<file path="config.mk">
export PLATFORM = sky130hd
export DESIGN_NAME = dmem_arbiter
export DESIGN_NICKNAME = d
export VERILOG_FILES = /design/src/rtl/dmem_pkg.sv /design/src/rtl/dmem_addr_xlate.sv /design/src/rtl/dmem_arbiter.sv
export SDC_FILE = /design/constraint.sdc
export NUM_CORES = 1
export LEC_CHECK = 0
export CAP_MARGIN = 20
export CORE_AREA = 3 3 115 117
export CTS_BUF_LIST = sky130_fd_sc_hd__clkbuf_8
export DETAILED_ROUTE_END_ITERATION = 12
export DIE_AREA = 0 0 118 120
export DONT_BUFFER_PORTS = 1
export SLEW_MARGIN = 20
export SYNTH_ARGS = -nofsm -noshare
export SYNTH_HDL_FRONTEND = slang
export SYNTH_HIERARCHICAL = 1
export SYNTH_SLANG_ARGS = --single-unit
</file>
<file path="constraint.sdc">
create_clock -name clk -period 5.7 [get_ports clk]
set_input_delay 0.57 -clock clk [delete_from_list [all_inputs] [get_ports clk]]
set_output_delay 0.57 -clock clk [all_outputs]
set_load 0.01 [all_outputs]
</file>
<file path="src/rtl/dmem_pkg.sv">
// Shared definitions for the data-memory arbiter: RAM window base,
// FSM state type and requester port indices.
package dmem_pkg;

  localparam logic [31:0] DMEM_BASE = 32'h1000_0000;

  localparam logic PORT0 = 1'b0;
  localparam logic PORT1 = 1'b1;

  typedef enum logic [1:0] {
    ST_IDLE,
    ST_ACCESS,
    ST_RESP
  } state_e;

endpackage

</file>
<file path="src/rtl/dmem_addr_xlate.sv">
// CPU byte address -> RAM word index, plus window range check.
// The word index is truncated to ADDR_W bits; out-of-range addresses are
// flagged so the arbiter can suppress the RAM write and report an error.
module dmem_addr_xlate
  import dmem_pkg::*;
#(
  parameter int ADDR_W = 14
) (
  input  logic [31:0]       byte_addr_i,
  output logic [ADDR_W-1:0] word_addr_o,
  output logic              out_of_range_o
);

  localparam logic [32:0] DMEM_TOP = {1'b0, DMEM_BASE} + (33'd4 << ADDR_W);

  assign word_addr_o    = ADDR_W'((byte_addr_i - DMEM_BASE) >> 2);
  assign out_of_range_o = (byte_addr_i < DMEM_BASE) ||
                          ({1'b0, byte_addr_i} >= DMEM_TOP);

endmodule

</file>
<file path="src/rtl/dmem_arbiter.sv">
// Two-port arbiter in front of a single-port data RAM with 1-cycle read.
// Port 0 is the CPU (byte addresses, translated into the RAM window),
// port 1 is a device port (word addresses). One access every 2 cycles:
// grant (IDLE/RESP) -> ACCESS (RAM driven) -> RESP (completion pulse).
// Default policy: port 0 wins, with a starvation counter that forces a
// port 1 grant after STARVE_LIMIT waiting cycles.
// Build option: define DMEM_ARB_ROUND_ROBIN_EN for round-robin arbitration
// (last-granted port loses ties; no starvation counter).
module dmem_arbiter
  import dmem_pkg::*;
#(
  parameter int ADDR_W       = 14,
  parameter int DATA_W       = 32,
  parameter int STARVE_LIMIT = 8
) (
  input  logic              clk,
  input  logic              rst,
  input  logic              p0_req,
  input  logic              p0_wren,
  input  logic [31:0]       p0_addr,
  input  logic [DATA_W-1:0] p0_wdata,
  output logic              p0_gnt,
  output logic              p0_rvalid,
  output logic [DATA_W-1:0] p0_rdata,
  output logic              p0_err,
  input  logic              p1_req,
  input  logic              p1_wren,
  input  logic [ADDR_W-1:0] p1_addr,
  input  logic [DATA_W-1:0] p1_wdata,
  output logic              p1_gnt,
  output logic              p1_rvalid,
  output logic [DATA_W-1:0] p1_rdata,
  output logic [ADDR_W-1:0] mem_addr,
  output logic              mem_wren,
  output logic [DATA_W-1:0] mem_data,
  input  logic [DATA_W-1:0] mem_q,
  output logic              busy
);

  state_e            state_q, state_d;
  logic              sel_q;
  logic              wren_q;
  logic              err_q;
  logic [ADDR_W-1:0] mem_addr_q;
  logic [DATA_W-1:0] mem_data_q;
  logic              mem_wren_q;
  logic [DATA_W-1:0] p0_rdata_q, p1_rdata_q;
  logic [ADDR_W-1:0] p0_word;
  logic              p0_oor;
  logic              p1_prio;

  dmem_addr_xlate #(.ADDR_W(ADDR_W)) u_xlate (
    .byte_addr_i    (p0_addr),
    .word_addr_o    (p0_word),
    .out_of_range_o (p0_oor)
  );

`ifdef DMEM_ARB_ROUND_ROBIN_EN
  logic rr_q;

  assign p1_prio = (rr_q == PORT1);

  // Priority pointer: the port not granted last gets the tie.
  always_ff @(posedge clk or posedge rst) begin
    if (rst) begin
      rr_q <= PORT0;
    end else if (p0_gnt) begin
      rr_q <= PORT1;
    end else if (p1_gnt) begin
      rr_q <= PORT0;
    end
  end
`else
  localparam int CNT_W = $clog2(STARVE_LIMIT + 1);
  logic [CNT_W-1:0] starve_q, starve_d;

  assign p1_prio = (starve_q == CNT_W'(STARVE_LIMIT));

  // Count port 1 waiting cycles, saturating at the limit.
  always_comb begin
    starve_d = starve_q;
    if (p1_gnt) begin
      starve_d = '0;
    end else if (p1_req && !p1_prio) begin
      starve_d = starve_q + 1'b1;
    end
  end

  // Starvation counter register.
  always_ff @(posedge clk or posedge rst) begin
    if (rst) begin
      starve_q <= '0;
    end else begin
      starve_q <= starve_d;
    end
  end
`endif

  // Next state and grant decision; grants only in IDLE and RESP.
  always_comb begin
    state_d = state_q;
    p0_gnt  = 1'b0;
    p1_gnt  = 1'b0;
    unique case (state_q)
      ST_IDLE, ST_RESP: begin
        if (p1_req && (p1_prio || !p0_req)) begin
          p1_gnt  = 1'b1;
          state_d = ST_ACCESS;
        end else if (p0_req) begin
          p0_gnt  = 1'b1;
          state_d = ST_ACCESS;
        end else begin
          state_d = ST_IDLE;
        end
      end
      ST_ACCESS: state_d = ST_RESP;
      default:   state_d = ST_IDLE;
    endcase
  end

  // State register.
  always_ff @(posedge clk or posedge rst) begin
    if (rst) begin
      state_q <= ST_IDLE;
    end else begin
      state_q <= state_d;
    end
  end

  // Latch the granted request; it drives the RAM during ACCESS.
  always_ff @(posedge clk or posedge rst) begin
    if (rst) begin
      sel_q      <= PORT0;
      wren_q     <= 1'b0;
      err_q      <= 1'b0;
      mem_addr_q <= '0;
      mem_data_q <= '0;
      mem_wren_q <= 1'b0;
    end else begin
      mem_wren_q <= 1'b0;
      if (p0_gnt) begin
        sel_q      <= PORT0;
        wren_q     <= p0_wren;
        err_q      <= p0_oor;
        mem_addr_q <= p0_word;
        mem_data_q <= p0_wdata;
        mem_wren_q <= p0_wren && !p0_oor;
      end else if (p1_gnt) begin
        sel_q      <= PORT1;
        wren_q     <= p1_wren;
        err_q      <= 1'b0;
        mem_addr_q <= p1_addr;
        mem_data_q <= p1_wdata;
        mem_wren_q <= p1_wren;
      end
    end
  end

  assign mem_addr  = mem_addr_q;
  assign mem_data  = mem_data_q;
  assign mem_wren  = mem_wren_q;
  assign busy      = (state_q != ST_IDLE);

  assign p0_rvalid = (state_q == ST_RESP) && (sel_q == PORT0);
  assign p1_rvalid = (state_q == ST_RESP) && (sel_q == PORT1);
  assign p0_err    = p0_rvalid && err_q;

  // RAM data is live only in RESP, so it is passed straight through there
  // and captured so the outputs hold until the next completion.
  assign p0_rdata = !p0_rvalid ? p0_rdata_q :
                    err_q      ? '0 :
                    wren_q     ? p0_rdata_q : mem_q;
  assign p1_rdata = (p1_rvalid && !wren_q) ? mem_q : p1_rdata_q;

  // Read-data hold registers.
  always_ff @(posedge clk or posedge rst) begin
    if (rst) begin
      p0_rdata_q <= '0;
      p1_rdata_q <= '0;
    end else begin
      p0_rdata_q <= p0_rdata;
      p1_rdata_q <= p1_rdata;
    end
  end

endmodule

</file>
* Word-level counts from Yosys, hierarchy flattened
Index checks and enable logic that the tools add are counted.
** Cells by class
- Equal/unequal tests :: 3
- Muxes and demuxes :: 26
- $lt $le $gt $ge :: 2
- Add/sub/neg operators :: 2
- Reduce and logical (&&, ||, !) cells :: 18
- Bitwise logic cells :: 1
** Operator list (count)
- $mux W32 :: 6
- $ge A32 B29 Y1 const B :: 1
- $lt A32 B29 Y1 const B :: 1
- $mux W14 :: 2
- $sub A16 B1 Y16 const B :: 1
- $mux W1 :: 15
- $mux W4 :: 2
- $logic_and A1 B1 Y1 :: 7
- $reduce_bool A2 Y1 :: 3
- $add A4 B1 Y4 const B :: 1
- $eq A4 B4 Y1 const B :: 1
- $logic_not A1 Y1 :: 4
- $pmux W2 S2 :: 1
- $eq A2 B1 Y1 const B :: 1
- $eq A2 B2 Y1 const B :: 1
- $logic_not A2 Y1 :: 1
- $logic_or A1 B1 Y1 :: 2
- $reduce_or A2 Y1 :: 1
- $not A1 Y1 :: 1
** Word-level totals
- Logic and storage cells :: 62
- Flip-flop bits (word level) :: 120
- Input port bits :: 148
- Output and inout bits :: 117

* Logic depth before layout (Yosys ltp)
- Depth in word-level cells :: 7
- Mapped depth :: 8
- Mapped depth without buffers :: 5

* Modules after synthesis
Netlist, hierarchy kept.
** By module, submodules not included
- dmem_arbiter :: instances 1, seq. area each 3002.9 µm², area an instance 5346.4 µm², cells each 516
- dmem_addr_xlate :: instances 1, seq. area each 0.0 µm², area an instance 157.7 µm², cells each 19

* Worst setup path after synthesis
OpenSTA, ideal clock, no wires.
- Path kind :: reg-to-output
- From :: reg state_q[0]
- To :: out p0_rdata[10]
- Slack :: 3.615 ns
- Buffers on the path :: 2
- Cell stages (with the launch flop) :: 6
- Arrival :: 1.515 ns
- Data required time :: 5.130 ns
- Cell sequence :: dfrtp_1 > nor3b_1 > and2_1 > buf_2 > clkbuf_1 > a21oi_1
** Between the ends
- Cells in the longest elaborated chain, start to end :: 3
** Ends and longest elaborated chain
- from (decl) :: line dmem_arbiter.sv:40 : state_e state_q, state_d;
- from (signal assigned) :: line dmem_arbiter.sv:126 : state_q <= state_d;
- $eq A2 B2 Y1 :: line dmem_arbiter.sv:164 : assign p0_rvalid = (state_q == ST_RESP) && (sel_q == PORT0);
- $logic_and A1 B1 Y1 :: line dmem_arbiter.sv:164
- named net p0_rvalid :: line dmem_arbiter.sv:23 : output logic p0_rvalid,
- $mux W32 :: line dmem_arbiter.sv:170 : assign p0_rdata = !p0_rvalid ? p0_rdata_q :
- to (decl) :: line dmem_arbiter.sv:24 : output logic [DATA_W-1:0] p0_rdata,
The timed path passes the listed nets, and every way through them passes these cells.

* Final worst setup path
- From :: reg state_q[0]
- To :: out p1_rdata[0]
** Between the ends
- Cells in the longest elaborated chain, start to end :: 4
** Ends and longest elaborated chain
- $eq A2 B2 Y1 :: line dmem_arbiter.sv:165 : assign p1_rvalid = (state_q == ST_RESP) && (sel_q == PORT1);
- $logic_and A1 B1 Y1 :: line dmem_arbiter.sv:165
- named net p1_rvalid :: line dmem_arbiter.sv:31 : output logic p1_rvalid,
- $logic_and A1 B1 Y1 :: line dmem_arbiter.sv:173 : assign p1_rdata = (p1_rvalid && !wren_q) ? mem_q : p1_rdata_q;
- $mux W32 :: line dmem_arbiter.sv:173
- to (decl) :: line dmem_arbiter.sv:32 : output logic [DATA_W-1:0] p1_rdata,
The timed path passes the listed nets, and every way through them passes these cells.

==> qor.yml <==
fmax_ghz: 0.333
intPower_w: 0.00184
netlist_area_um2: 5500
rows: 41
viasPerCell: 5.73
comb_power_share: 0.272
wl_met2_mm: 6.51
clock_latency_ps: 440
seqPwrFrac: 0.478
rsz0062_at_grt: "false"
die_area_um2: 14200
yosysTopAreaCell: "dfrtp_1"
top_layer: "met4"
cts_buffer_depth: 2
routedWlPerCell_um: 19.9
grt_pass1_vias: 4027
grt_use_total: 0.193
power_switching_w: 0.000941
drtIter0Drc: 246
cts_setup_buffers: 0
swShare: 0.339
areaGrowthSynthToFinish_pct: 6.18
initial_utilization: 0.442
htreeDepth: 4
placed_area_um2: 5490
cp.required_ps: 5130
leakage_nw: 2.52
finalCritPeriodShare: 0.527
drive_above_1_share: 0.148
power.density_nw_per_um2: 475
worst-setup-path-type: "flip-flop to primary output"
p_clk_frac: 0.250
finalWirelength_mm: 13.6
path_cells: "and3b_1 > nor2b_4 > buf_4 > mux2_2"
ff2ff_setup_slack_ps: 3480
crit_arrival_ps: 2430
path_max_fanout: 32
clk_pin_slew_ps: 70
synth_cell_types: 38
place_hpwl_mm: 9.18
grt_pass1_wl_mm: 21.4
finClkSkew_ps: 12.1
n_antenna_cell: 0
io_buffers: 0
numCtsBuffers: 17
min_period_ps: 3000
io_pins: 265
worstMarginPinSlew_ps: 968
synth_top_area_frac: 0.546
ys_seq_area_frac: 0.546
gp_congestion: 0.755
cts_tree: "built"
yosys_most_used_dff: "dfrtp_1"
firstDrtPassIters: 4
hold_violations: 0
critPathLaunch: "state_q[0]"
r2r_end: "mem_data[26]"
clock-sinks: 120
drv_slew: 0
synthArstFlopShare: 1.00
antenna_found_initial: 0
synth-seq-cells: 120
rr_startpoint: "state_q[0]"
fin_nets: 652
status: "complete, no violations"
ys_top_cells_by_area: "dfrtp_1 55%, nand2_1 11%, mux2_4 8.2%"
coreArea_um2: 12500
die_width_um: 118
cts_root_buf: "clkbuf_8"
syn_area_per_cell_um2: 10.3
stdcell_area_um2: 5840
end_kind: "primary output"
reg2reg_depth: 6
synth_edf_count: 0
relSlewSlack: 0.355
syn-num-nets: 685
slowest_stage: "buf_4"
die_y_um: 120
hp-class: "input port to async pin"
grt_max_degree: 80
via_count: 3922
wl_met1_mm: 5.43
wl_met3_mm: 1.35
ir_drop_mv: 0.146
finalSetupTns_ps: 0
setup_viol: 0
synth-warning-count: 6
max_cap_viol_count: 0
cts_resized: 0
drcViolationCount: 0
max_stage_delay_ps: 500
ctsHoldBuffers: 0
worstSetupStartpointType: "flip-flop"
ant_nets: 0
syn-instance-count: 535
gr-total-overflow: 0
## cells by family after synthesis
group | after synthesis | share of synthesized area
buffers and inverters | 66 | 0.0630
flip-flops | 120 | 0.546
multiplexers | 33 | 0.0880
AND/OR/NAND/NOR | 224 | 0.190
XOR/XNOR | 1 | 0.00159
AO/OA/AOI/OAI | 89 | 0.108
adder cells (fa/ha/maj) | 2 | 0.00455
## worst max-delay path: cells and delay by family, from the launching register on
kind,cells,cell delay (ps)
buffers and inverters,1,500
DFF,1,480
muxes,1,450
and+or+nand+nor,2,550
## through the flow
step | utilization | setup slack (ps) | total power (W) | hold slack (ps) | instances
after floorplan | - | 1940 | 0.00194 | 441 | 535
after detailed placement | 0.440 | 3120 | 0.00210 | 492 | 655
after CTS | 0.469 | 2620 | 0.00281 | 14.6 | 684
after global routing | 0.469 | 2550 | 0.00295 | 49.2 | 684
after global placement | 0.440 | 3170 | 0.00207 | 483 | 655
final | 0.469 | 2700 | 0.00278 | 36.7 | 684
## area by class of cell
type / count / area (um^2)
Fill cell: 1166 / 6620
Sequential cell: 120 / 3000
Multi-Input combinational cell: 349 / 2180
Clock buffer: 22 / 303
Tap cell: 172 / 215
Timing Repair Buffer: 8 / 60.1
Clock inverter: 7 / 55.1
Inverter: 6 / 25.0
## placed cells by master, fill, tap and decap left out, drive strengths merged, types with 3 or more instances in the layout
| cell type | synthesis | routed |
|---|---|---|
| a21oi | 34 | 34 |
| buf | 37 | 8 |
| clkbuf | 23 | 22 |
| dfrtp | 120 | 120 |
| inv | 6 | 10 |
| mux2 | 33 | 33 |
| nand2 | 158 | 158 |
| nand4 | 48 | 48 |
| nor4 | 3 | 3 |
| o211ai | 46 | 46 |
## flip-flops by register name (all words and copies together) (netlist names)
| name | flops |
|---|---|
| mem_data | 32 |
| p0_rdata_q | 32 |
| p1_rdata_q | 32 |
| mem_addr | 14 |
| starve_q | 4 |
| state_q | 2 |
| err_q | 1 |
| mem_wren | 1 |
| sel_q | 1 |
| wren_q | 1 |
## cell usage after synthesis, types with 2 or more instances
master / number
nand2_1: 158
a21oi_1: 34
mux2_4: 30
o211ai_1: 46
buf_4: 15
a22o_1: 2
buf_6: 3
mux2_2: 3
nor4_2: 2
clkbuf_1: 23
buf_2: 16
dfrtp_1: 120
nor4b_2: 2
nor2_1: 2
ha_1: 2
buf_1: 3
nand4_1: 48
inv_1: 6
## power groups by stage
| stage | clock network (W) | registers, W | logic, W |
|---|---|---|---|
| after CTS | 0.000722 | 0.00133 | 0.000765 |
| final | 0.000695 | 0.00133 | 0.000755 |
| after global routing | 0.000759 | 0.00136 | 0.000833 |
| after detailed placement | 0 | 0.00134 | 0.000763 |
| after floorplan | 0 | 0.00129 | 0.000649 |
| after global placement | 0 | 0.00133 | 0.000742 |
## routing by layer
layer | vias up | GRT usage
met5 | - | 0
met4 | 0 | 0.0901
met3 | 27 | 0.0867
met2 | 204 | 0.305
met1 | 1908 | 0.225
li1 | 1783 | -
## how the worst max path moves through the flow
stage / to
finish: p1_rdata[0]
global route: p1_rdata[0]
CTS: p0_rdata[12]
detailed placement: p0_rdata[16]
global placement: p1_rdata[31]
floorplan: err_q
(Power assumes the default switching activity.)
